## config.mk

```make
export PLATFORM = sky130hd
export DESIGN_NAME = fir_decim_ctrl
export DESIGN_NICKNAME = d
export VERILOG_FILES = /design/src/rtl/fir_decim_ctrl.sv
export SDC_FILE = /design/constraint.sdc
export NUM_CORES = 1
export LEC_CHECK = 0
export CORE_MARGIN = 8
export CORE_UTILIZATION = 55
export CTS_BUF_LIST = sky130_fd_sc_hd__clkbuf_8
export DETAILED_ROUTE_END_ITERATION = 12
export DONT_BUFFER_PORTS = 1
export GPL_TIMING_DRIVEN = 0
export PLACE_DENSITY = 0.7
export SYNTH_ARGS = -nofsm -noshare
export SYNTH_HDL_FRONTEND = slang
export SYNTH_SLANG_ARGS = --single-unit
```

## constraint.sdc

```tcl
create_clock -name clk -period 3 [get_ports clk]
set_clock_uncertainty 0.1 [all_clocks]
set_input_delay 0.45 -clock clk [delete_from_list [all_inputs] [get_ports clk]]
set_output_delay 0.45 -clock clk [all_outputs]
set_load 0.01 [all_outputs]
```

## src/rtl/fir_decim_ctrl.sv

```systemverilog
// fir_decim_ctrl: read-side sequencer for the polyphase decimator RAM bank.
// Writes each accepted sample into the circular sample RAM. Every D-th accept
// starts one MAC pass that pairs samples newest-to-oldest with coefficients 0..MAC_SIZE-1.
// Optional feature: define FIR_CTRL_OVERRUN_EN to add the ovr_clr/ovr_cnt dropped-sample counter.
module fir_decim_ctrl #(
    parameter int MAC_SIZE = 255,
    parameter int D        = 100,
    parameter int MAC_NUM  = 1,
    localparam int AW      = (MAC_SIZE > 1) ? $clog2(MAC_SIZE) : 1,
    localparam int PW      = (D > 1) ? $clog2(D) : 1
) (
    input  logic          clk,
    input  logic          rst_n,
    input  logic          in_valid,
`ifdef FIR_CTRL_OVERRUN_EN
    input  logic          ovr_clr,
    output logic [7:0]    ovr_cnt,
`endif
    output logic          in_ready,
    output logic          sample_en,
    output logic          sample_we,
    output logic [AW-1:0] sample_addr,
    output logic          coeff_en,
    output logic [AW-1:0] coeff_addr,
    output logic          coeff_busy,
    output logic          mac_clr,
    output logic          mac_en,
    output logic          mac_last,
    output logic          out_valid
);

    typedef enum logic [1:0] {
        S_IDLE,
        S_CALC,
        S_DRAIN,
        S_DONE
    } state_t;

    localparam logic [AW-1:0] ADDR_LAST  = AW'(MAC_SIZE - 1);
    localparam logic [PW-1:0] PHASE_LAST = PW'(D - 1);

    state_t        state;
    state_t        state_next;
    logic [AW-1:0] wr_ptr;
    logic [AW-1:0] base;
    logic [AW-1:0] k;
    logic [PW-1:0] phase;
    logic [AW-1:0] rd_addr;
    logic [AW:0]   rd_wrapped;
    logic          accept;

    // State register; an async reset aborts any pass in flight.
    // NOTE: sequential state uses non-blocking assignments so every register samples pre-edge values.
    always_ff @(posedge clk or negedge rst_n) begin
        if (!rst_n) begin
            state <= S_IDLE;
        end else begin
            state <= state_next;
        end
    end

    // Read address base-k modulo MAC_SIZE by compare and wrap (depth need not be a power of 2).
    always_comb begin
        rd_wrapped = {1'b0, base} + (AW+1)'(MAC_SIZE) - {1'b0, k};
        if (base >= k) begin
            rd_addr = base - k;
        end else begin
            rd_addr = rd_wrapped[AW-1:0];
        end
    end

    // Next-state and combinational strobes.
    // NOTE: every output gets a default first so no path through the case infers a latch.
    always_comb begin
        state_next  = state;
        accept      = 1'b0;
        in_ready    = 1'b0;
        sample_en   = 1'b0;
        sample_we   = 1'b0;
        sample_addr = '0;
        coeff_en    = 1'b0;
        coeff_addr  = '0;
        coeff_busy  = 1'b0;
        out_valid   = 1'b0;
        case (state)
            S_IDLE: begin
                in_ready = 1'b1;
                accept   = in_valid;
                if (in_valid) begin
                    sample_en   = 1'b1;
                    sample_we   = 1'b1;
                    sample_addr = wr_ptr;
                    if (phase == PHASE_LAST) begin
                        state_next = S_CALC;
                    end
                end
            end
            S_CALC: begin
                sample_en   = 1'b1;
                sample_addr = rd_addr;
                coeff_en    = 1'b1;
                coeff_addr  = k;
                coeff_busy  = 1'b1;
                if (k == ADDR_LAST) begin
                    state_next = S_DRAIN;
                end
            end
            S_DRAIN: begin
                coeff_busy = 1'b1;
                state_next = S_DONE;
            end
            S_DONE: begin
                coeff_busy = 1'b1;
                out_valid  = 1'b1;
                state_next = S_IDLE;
            end
            default: begin
                state_next = S_IDLE;
            end
        endcase
    end

    // Write pointer, pass base, decimation phase and tap counter.
    always_ff @(posedge clk or negedge rst_n) begin
        if (!rst_n) begin
            wr_ptr <= '0;
            base   <= '0;
            phase  <= '0;
            k      <= '0;
        end else if (accept) begin
            base   <= wr_ptr;
            wr_ptr <= (wr_ptr == ADDR_LAST) ? '0 : wr_ptr + AW'(1);
            if (phase == PHASE_LAST) begin
                phase <= '0;
                k     <= '0;
            end else begin
                phase <= phase + PW'(1);
            end
        end else if (state == S_CALC && k != ADDR_LAST) begin
            k <= k + AW'(1);
        end
    end

    // MAC strobes trail the CALC addresses by the one-cycle RAM read latency.
    always_ff @(posedge clk or negedge rst_n) begin
        if (!rst_n) begin
            mac_en   <= 1'b0;
            mac_clr  <= 1'b0;
            mac_last <= 1'b0;
        end else begin
            mac_en   <= (state == S_CALC);
            mac_clr  <= (state == S_CALC) && (k == '0);
            mac_last <= (state == S_CALC) && (k == ADDR_LAST);
        end
    end

`ifdef FIR_CTRL_OVERRUN_EN
    // Saturating count of samples offered while busy; clear wins over increment.
    always_ff @(posedge clk or negedge rst_n) begin
        if (!rst_n) begin
            ovr_cnt <= '0;
        end else if (ovr_clr) begin
            ovr_cnt <= '0;
        end else if (in_valid && !in_ready && ovr_cnt != 8'hFF) begin
            ovr_cnt <= ovr_cnt + 8'd1;
        end
    end
`endif

endmodule

```

# Word level (Yosys, flattened, before mapping)
# Index checks and enable logic that the tools add are counted.
# totals
register_bits,36
out_inout_bits,25
wordCells,56
# op_classes
add_sub_neg,6
n_lt_le_gt_ge,1
n_eq_ne,11
mux,21
n_reduce_logical,9
# op_table
cell,n
$mux W8,7
$add A8 B1 Y8 const B,2
$eq A8 B8 Y1 const B,2
$pmux W8 S2,1
$sub A8 B8 Y8,2
$add A8 B8 Y8 const B,1
$ge A8 B8 Y1,1
$logic_not A8 Y1,1
$ne A8 B8 Y1 const B,1
$pmux W2 S4,1
$add A7 B1 Y7 const B,1
$eq A7 B7 Y1 const B,1
$mux W1,7
$mux W7,1
$mux W2,3
$ne A2 B2 Y1 const B,3
$eq A2 B2 Y1 const B,2
$logic_and A1 B1 Y1,3
$reduce_and A3 Y1,1
$reduce_or A3 Y1,1
$eq A2 B1 Y1 const B,1
$logic_not A2 Y1,1
$ne A2 B1 Y1 const B,1
$pmux W1 S2,1
2 further kinds,2

# Depth between registers and ports, before layout
# Gate-level depths: netlist of the first run.
# depth
ltp_word,4
depth_mapped,9
mapped_depth_nobuf,9

# Worst setup path after synthesis of the first run
# No wires, ideal clock.
# synth_timing
path_kind,reg2out
from,reg base[0]
to,out sample_addr[3]
t_arrival_ps,2040
path_slack_ps,410
path_stages_with_launch,10
n_path_buf,0
path_cell_list,dfrtp_1 -> inv_1 -> ha_1 -> inv_1 -> fa_1 -> nand3_1 -> a31o_2 -> nand4_2 -> o221a_2 -> o21ai_1
# synth_between
elab_chain_len,4
word_cells_on_any_way,6
cone_classes,3 x add/sub; 1 x order compare; 2 x mux
# synth_rtl
element,line_no,source
from (decl),45,logic [AW-1:0] base;
from (signal assigned),131,base <= wr_ptr;
$add A8 B8 Y8,64,"rd_wrapped = {1'b0, base} + (AW+1)'(MAC_SIZE) - {1'b0, k};"
$sub A8 B8 Y8,64,
$mux W8 (*),65,if (base >= k) begin
$pmux W8 S2 (*),85,case (state)
to (decl),22,"output logic [AW-1:0] sample_addr,"
# Mark *: on every way between the ends. The rest lies on a longest branch, timed or not.

# Worst setup path in the final report of the first run
# layout_timing
from,reg base[0]
to,out sample_addr[2]
# The elaborated chain is that of the path after synthesis.

==> summary.md, run 1 <==
| Metric | Value |
|---|---|
| Outcome | `finished clean` |
| Comb power frac | `64.0%` |
| Die height | `83.6 um` |
| Total gr overflow | `0` |
| Commonest non-fill, non-tap cell in the layout | `nand2_1` |
| Peak supply drop | `0.000538 V` |
| Gpl congestion | `0.853` |
| Core ar. | `0.00438 mm^2` |
| GRT Total Usage | `17.1%` |
| Final Max Slew Viols | `0` |
| Static leakage | `0.00128 uW` |
| Max Clock Freq | `338 MHz` |
| Minimum clock period | `2.96 ns` |
| Worst Hold Class | `flop to flop` |
| Worst-Skew Late Latency | `0.29 ns` |
| CTS Sinks | `36` |
| Top FF cell, synth | `dfrtp_1` |
| Num CTS Buffers | `5` |
| Source of the critical timing path | `base[0]` |
| Post-synth EDFFs | `0` |
| Asr flop ratio synth | `100%` |
| R2R depth | `8` |
| Final number of hold-violating endpoints | `0` |
| Post-DP HPWL | `4410 um` |
| Residual DRC | `0` |
| Overall Power | `3490 uW` |
| Global-route wire length before repair | `10000 um` |
| Clock power share | `12.2%` |
| Post-Synthesis Mean Instance Area | `8.81 um^2` |
| TritonCTS clock tree | `done` |
| Worst Tran Pin Value | `0.649 ns` |
| Average wire per standard cell | `17.6 um` |
| Syn nets | `310` |
| Root Driver | `clkbuf_8` |
| RR Endpoint | `k[6]` |
| Post-DRT Antenna Nets | `0` |
| Net Sw Frac | `48.8%` |
| Reg2Reg Launch Point | `k[0]` |
| Nets | `328` |
| Share of the yosys chip area belonging to registers | `35.9%` |
| Largest net degree at the start of global routing | `37` |
| Final worst slack | `0.0438 ns` |
| Cell Pwr Density | `1180 mW/mm^2` |
| Min-Delay Endpoint | `base[2]` |
| Mapped Cells | `285` |
| CP required | `2.45 ns` |
| R2r setup slk | `0.85 ns` |
| Mapped cell area | `0.00251 mm^2` |
| Synth-to-Final Area Change | `18.1%` |
| Total iterations of the first detailed-routing run | `4` |
| Overall routed net length | `6260 um` |
| Vias per cell | `6.08` |
| Most frequent cells in the layout | `nand2_1, dfrtp_1, nor2_1` |
| CTS Buffer Depth | `2` |
| WP data arrival | `2.41 ns` |
| Initial core utilization | `57.3%` |
| Port bufs | `0` |
| Via count | `2163` |
| Yosys reg bits | `36` |
| Netlist cell types | `56` |
| Pre-CTS WS | `0.0622 ns` |
| DRT iter0 DRCs | `161` |
| Crit share post-route | `98.5%` |
| WHS Path Cells | `2` |
| Sequential Power Share | `23.8%` |
| Final setup fails | `0` |
| CP Class | `flop to output port` |
| Die width | `83.6 um` |
| Ports | `28` |
| Synth Warn # | `0` |
| # H-tree levels | `2` |
| Startpoint Class | `flop` |
| Initial antenna violation count | `0` |
| Clock transition at path regs | `0.08 ns` |
| Total die area | `0.00698 mm^2` |
| Vias in the first global route | `2024` |
| Ant diodes | `0` |
| Crit end category | `output port` |
| Int Power | `1790 uW` |
| NetSw | `1700 uW` |
| MaxCap Viol Count | `0` |
| Proportion of layout cells with a drive suffix above 1 | `23.0%` |
| Fillers | `334` |
| # rows | `24` |
| Slew headroom | `56.2%` |
| Hold path start | `base[2]` |
| Crit-path max FO | `4` |
-- worst max path at each step --
stage | end | depth (start not counted)
finish | sample_addr[2] | 9
global route | sample_addr[6] | 9
CTS | sample_addr[6] | 8
detailed placement | sample_addr[2] | 8
global placement | sample_addr[2] | 8
floorplan | sample_addr[3] | 9
-- worst max-delay path, cell delays in order, from the launching register on --
cell and delay [ns]:
dfrtp_1 0.40, inv_2 0.07, ha_2 0.19, inv_1 0.06, fa_2 0.38, nand3_4 0.10, a31o_4 0.20, a31oi_4 0.12
a221o_1 0.34, a22o_1 0.26
-- logic make-up (layout without fill, tap and decap cells) --
group           after synthesis  after routing  share of synthesized area [%]
flops                        36             36                           35.9
mux                           3              3                           1.25
buf+inv                      30             49                           5.18
xor+xnor                     13             13                           4.53
fa+ha+maj                    22             22                           11.6
compound gates               61             61                           17.7
simple gates                120            120                           23.9
-- area by class of cell --
class,instances,area (um^2),share of cell area (%)
timing repair buffer,11,97.6,3.29
clock buffer,5,68.8,2.32
inverter,21,83.8,2.83
tap,52,65.1,2.19
clock inverter,3,42.5,1.43
multi-input combinational,219,1650,55.6
sequential,36,902,30.4
buffer,9,56.3,1.90
-- sequential cells by signal (all words and copies together) (netlist names) --
signal	flops
k	8
phase	7
mac_clr	1
wr_ptr	8
base	8
mac_en	1
mac_last	1
state	2
-- synthesized netlist by cell type, types with 2 or more instances --
master / n / area (um^2)
o221ai_1: 2 / 17.5
mux2i_1: 2 / 20.0
a22o_1: 2 / 17.5
o21a_1: 2 / 15.0
nand3_1: 10 / 50.1
a21o_1: 2 / 15.0
o221a_2: 3 / 33.8
dfrtp_1: 36 / 901
nand2_1: 47 / 176
buf_2: 4 / 20.0
ha_1: 20 / 250
xnor2_1: 7 / 61.3
nor4_1: 3 / 18.8
xor2_1: 6 / 52.6
and3_1: 3 / 18.8
o21ai_0: 18 / 90.1
nor2_1: 27 / 101
a21oi_1: 12 / 60.1
nand2b_1: 2 / 12.5
nand4_2: 3 / 37.5
o21ai_1: 3 / 15.0
a221oi_1: 3 / 26.3
inv_1: 20 / 75.1
nand4_1: 10 / 62.6
fa_1: 2 / 40.0
nor3_1: 6 / 30.0
-- through the flow --
step	TNS (ns)	hold slack [ns]	utilization [%]	instances	instance area, um^2
final	0	0.390	67.6	356	2970
after global routing	-0.0713	0.420	67.6	356	2970
after CTS	0	0.383	65.1	352	2850
after detailed placement	0	0.0554	58.8	337	2580
after global placement	0	0.0554	58.8	337	2580
after floorplan	0	0.0544	-	285	2510
-- metal layers --
metal	wire length (um)	GRT usage, %	vias up
met5	0	0	-
met4	132	5.65	0
met3	330	4.39	13
met2	2910	26.3	56
met1	2890	22.7	1048
li1	-	-	1046
-- what timing repair did --
item | in CTS | in global routing
endpoints found under the setup margin | 7 | 8
hold buffers | 2 | 0
pin swaps | 4 | 6
setup buffers | 5 | 4
resized for setup | 21 | 23
hold endpoints to repair | 36 | 0
-- power groups by stage --
stage / registers, uW / logic (uW) / clock network (uW)
6_report: 833 / 2240 / 424
5_1_grt: 858 / 2440 / 456
4_1_cts: 829 / 2000 / 437
3_5_place_dp: 848 / 1820 / 0
3_3_place_gp: 841 / 1790 / 0
2_1_floorplan: 802 / 1480 / 0
No activity file was read; power rests on OpenSTA's default activity.
==> inputs of run 2 (changes only) <==
--- a/config.mk
+++ b/config.mk
@@ -7,7 +7,8 @@
 export LEC_CHECK = 0
 export CORE_MARGIN = 8
 export CORE_UTILIZATION = 55
-export CTS_BUF_LIST = sky130_fd_sc_hd__clkbuf_8
+export CTS_BUF_LIST = sky130_fd_sc_hd__clkbuf_16
+export CTS_CLUSTER_SIZE = 14
 export DETAILED_ROUTE_END_ITERATION = 12
 export DONT_BUFFER_PORTS = 1
 export GPL_TIMING_DRIVEN = 0
==> run 2 against run 1 <==
Effect of this change:
- non-clock buffer count increased by 5
- first-iteration DRC count decreased by 21%
- worst setup slack got worse by 0.047 ns
- the flow now finishes with violations (setup timing)
- highest routed layer unchanged
- hold slack about the same
- design area increased by 3.3%
- largest power group unchanged
==> summary.md, run 2 (synthesized netlist as in run 1, its figures left out) <==
| Metric | Value |
|---|---|
| Vias in the first global route | `2052 (+1.4%)` |
| Minimum clock period | `3.00 ns (+0.0471 ns)` |
| Commonest non-fill, non-tap cell in the layout | `nand2_1` |
| Hold path start | `base[2]` |
| Worst-Skew Late Latency | `0.28 ns (about the same)` |
| Num CTS Buffers | `5 (unchanged)` |
| # rows | `24 (unchanged)` |
| Root Driver | `clkbuf_16` |
| Crit path capture | `sample_addr[1]` |
| Port bufs | `0 (unchanged)` |
| Residual DRC | `0 (unchanged)` |
| Reg2Reg Launch Point | `k[0]` |
| Static leakage | `0.00133 uW (+3.9%)` |
| Via count | `2232 (+3.2%)` |
| Biggest regs | `base x8, k x8, wr_ptr x8` |
| Total die area | `0.00698 mm^2 (unchanged)` |
| Most frequent cells in the layout | `nand2_1, dfrtp_1, nor2_1` |
| Worst Tran Pin Value | `0.645 ns (-0.00462 ns)` |
| Violated checks | `setup timing` |
| Slew headroom | `56.5% (+0.31 points)` |
| Average wire per standard cell | `17.9 um (+1.8%)` |
| Ant diodes | `0 (unchanged)` |
| Core ar. | `0.00438 mm^2 (unchanged)` |
| Die width | `83.6 um (unchanged)` |
| Routed met3 length | `405 um (+23%)` |
| Outcome | `finished, violations left` |
| Final number of hold-violating endpoints | `0 (unchanged)` |
| Net Sw Frac | `46.9% (-1.9 points)` |
| DRT iter0 DRCs | `127 (-21%)` |
| CTS Buffer Depth | `2 (unchanged)` |
| Clock transition at path regs | `0.06 ns (-0.02 ns)` |
| NetSw | `1750 uW (+2.7%)` |
| RSZ-0062 raised after global routing | `true` |
| Crit end category | `output port` |
| Crit path depth | `8 (-1)` |
| Highest Signal Layer | `met4` |
| RR Endpoint | `k[6]` |
| Synth-to-Final Area Change | `22.0%` |
| Crit-path max FO | `5 (+1)` |
| Final worst slack | `-0.00333 ns (-0.0471 ns)` |
| Clock power share | `15.9% (+3.7 points)` |
| Sequential Power Share | `22.7% (-1.1 points)` |
| R2R depth | `8 (unchanged)` |
| GRT Total Usage | `17.4% (+0.30 points)` |
| Peak supply drop | `0.000663 V (+23%)` |
| Slowest cell on crit path | `fa_1` |
| CP Buf/Inv Count | `3 (+1)` |
| Int Power | `1980 uW (+11%)` |
| Area of the multi-input gates | `0.00166 mm^2 (+0.46%)` |
| Overall routed net length | `6460 um (+3.2%)` |
| WL met2 | `3100 um (+6.8%)` |
| Overall Power | `3730 uW (+6.8%)` |
| Crit share post-route | `100% (+1.6 points)` |
| Sequential Area | `902 um^2 (unchanged)` |
| Post-DP Area | `0.00258 mm^2 (unchanged)` |
| Post-DP HPWL | `4410 um (unchanged)` |
| Post-DRT Antenna Nets | `0 (unchanged)` |
| Pre-CTS WS | `0.0622 ns (unchanged)` |
| Global-route wire length before repair | `10200 um (+1.9%)` |
| Final Cell Area | `0.00306 mm^2 (+3.3%)` |
| Initial core utilization | `57.3% (unchanged)` |
| Source of the critical timing path | `k[0]` |
| Ports | `28 (unchanged)` |
| R2r setup slk | `0.84 ns (about the same)` |
| CP required | `2.45 ns (about the same)` |
| # H-tree levels | `2 (unchanged)` |
| Worst Hold Class | `flop to flop` |
| Nets | `333 (+1.5%)` |
| Total gr overflow | `0 (unchanged)` |
| Gpl congestion | `0.853 (unchanged)` |
| Die height | `83.6 um (unchanged)` |
| WL met1 | `2850 um (-1.5%)` |
| Startpoint Class | `flop` |
| Cell Pwr Density | `1220 mW/mm^2 (+3.4%)` |
| Vias per cell | `6.18 (+1.8%)` |
| Critical path's top delay family | `adder cells` |
| Crit-path cells | `buf_4 -> inv_2 -> ha_1 -> inv_1 -> fa_1 -> nor4_1 -> a21oi_1 -> o21ai_0` |
| Largest net degree at the start of global routing | `37 (unchanged)` |
| Final setup fails | `1 (+1)` |
| MaxCap Viol Count | `0 (unchanged)` |
| Total iterations of the first detailed-routing run | `5 (+1)` |
| Max Clock Freq | `333 MHz (-1.6%)` |
| CP Class | `flop to output port` |
| Crit path largest cell delay | `0.45 ns (+0.05 ns)` |
| CTS Sinks | `36 (unchanged)` |
| Proportion of layout cells with a drive suffix above 1 | `24.3% (+1.2 points)` |
| Initial antenna violation count | `0 (unchanged)` |
| Fillers | `321 (-3.9%)` |
| WP data arrival | `2.45 ns (+0.04 ns)` |
| TritonCTS clock tree | `done` |
| Comb power frac | `61.4% (-2.6 points)` |
| Final Max Slew Viols | `0 (unchanged)` |
==> run 2: cell count changes in the layout (fill, tap and decap cells not counted), moves of 2 or more <==
cell,before,now
clkbuf_16,0,5
buf_4,11,15
o21ai_0,13,15
ha_4,3,6
clkbuf_8,5,0
ha_2,4,2
o21ai_1,5,3
==> run 2: worst min-delay path, cell delays in order, from the launching register on <==
cell and delay (ns):
dfrtp_1 0.35, nand2_1 0.06, nand2_1 0.05
==> run 2: power groups by stage <==
stage                     logic, uW  clock network (uW)  registers (uW)
after floorplan                1480                   0             802
after global placement         1790                   0             841
after detailed placement       1820                   0             848
after CTS                      1980                 606             831
after global routing           2500                 622             871
final                          2290                 592             847
==> run 2: worst min-delay path by stage <==
stage,end,slack (ns),cells after the start
2_1_floorplan,base[0],0.05,0
3_3_place_gp,wr_ptr[5],0.06,0
3_5_place_dp,wr_ptr[5],0.06,0
4_1_cts,base[2],0.39,2
5_1_grt,phase[4],0.42,1
6_report,base[2],0.39,2
==> run 2: cell type report <==
type	instances	area share, %
Buffer	9	1.76
Tap cell	52	2.12
Sequential cell	36	29.4
Inverter	21	2.74
Clock inverter	3	1.39
Multi-Input combinational cell	219	54.1
Timing Repair Buffer	16	4.41
Clock buffer	5	4.08
==> run 2: metal layers <==
metal | global-route usage [%] | vias up
li1 | - | 1058
met1 | 22.6 | 1082
met2 | 26.7 | 82
met3 | 4.88 | 10
met4 | 6.75 | 0
met5 | 0 | -
==> run 2: repair_timing <==
item | in CTS | in global routing
endpoints found under the setup margin | 6 | 8
endpoints found under the hold margin | 36 | 0
pin swaps | 2 | 7
setup buffers | 3 | 11
hold buffers | 2 | 0
gates cloned | 0 | 0
resized for setup | 15 | 25
==> run 2: through the flow <==
step                      util, %  cells  hold slack, ns  setup TNS [ns]
after floorplan                 -    285          0.0544               0
after global placement       58.8    337          0.0554               0
after detailed placement     58.8    337          0.0554               0
after CTS                    65.5    350           0.392         -0.0596
after global routing         69.9    361           0.423          -0.393
final                        69.9    361           0.390        -0.00333
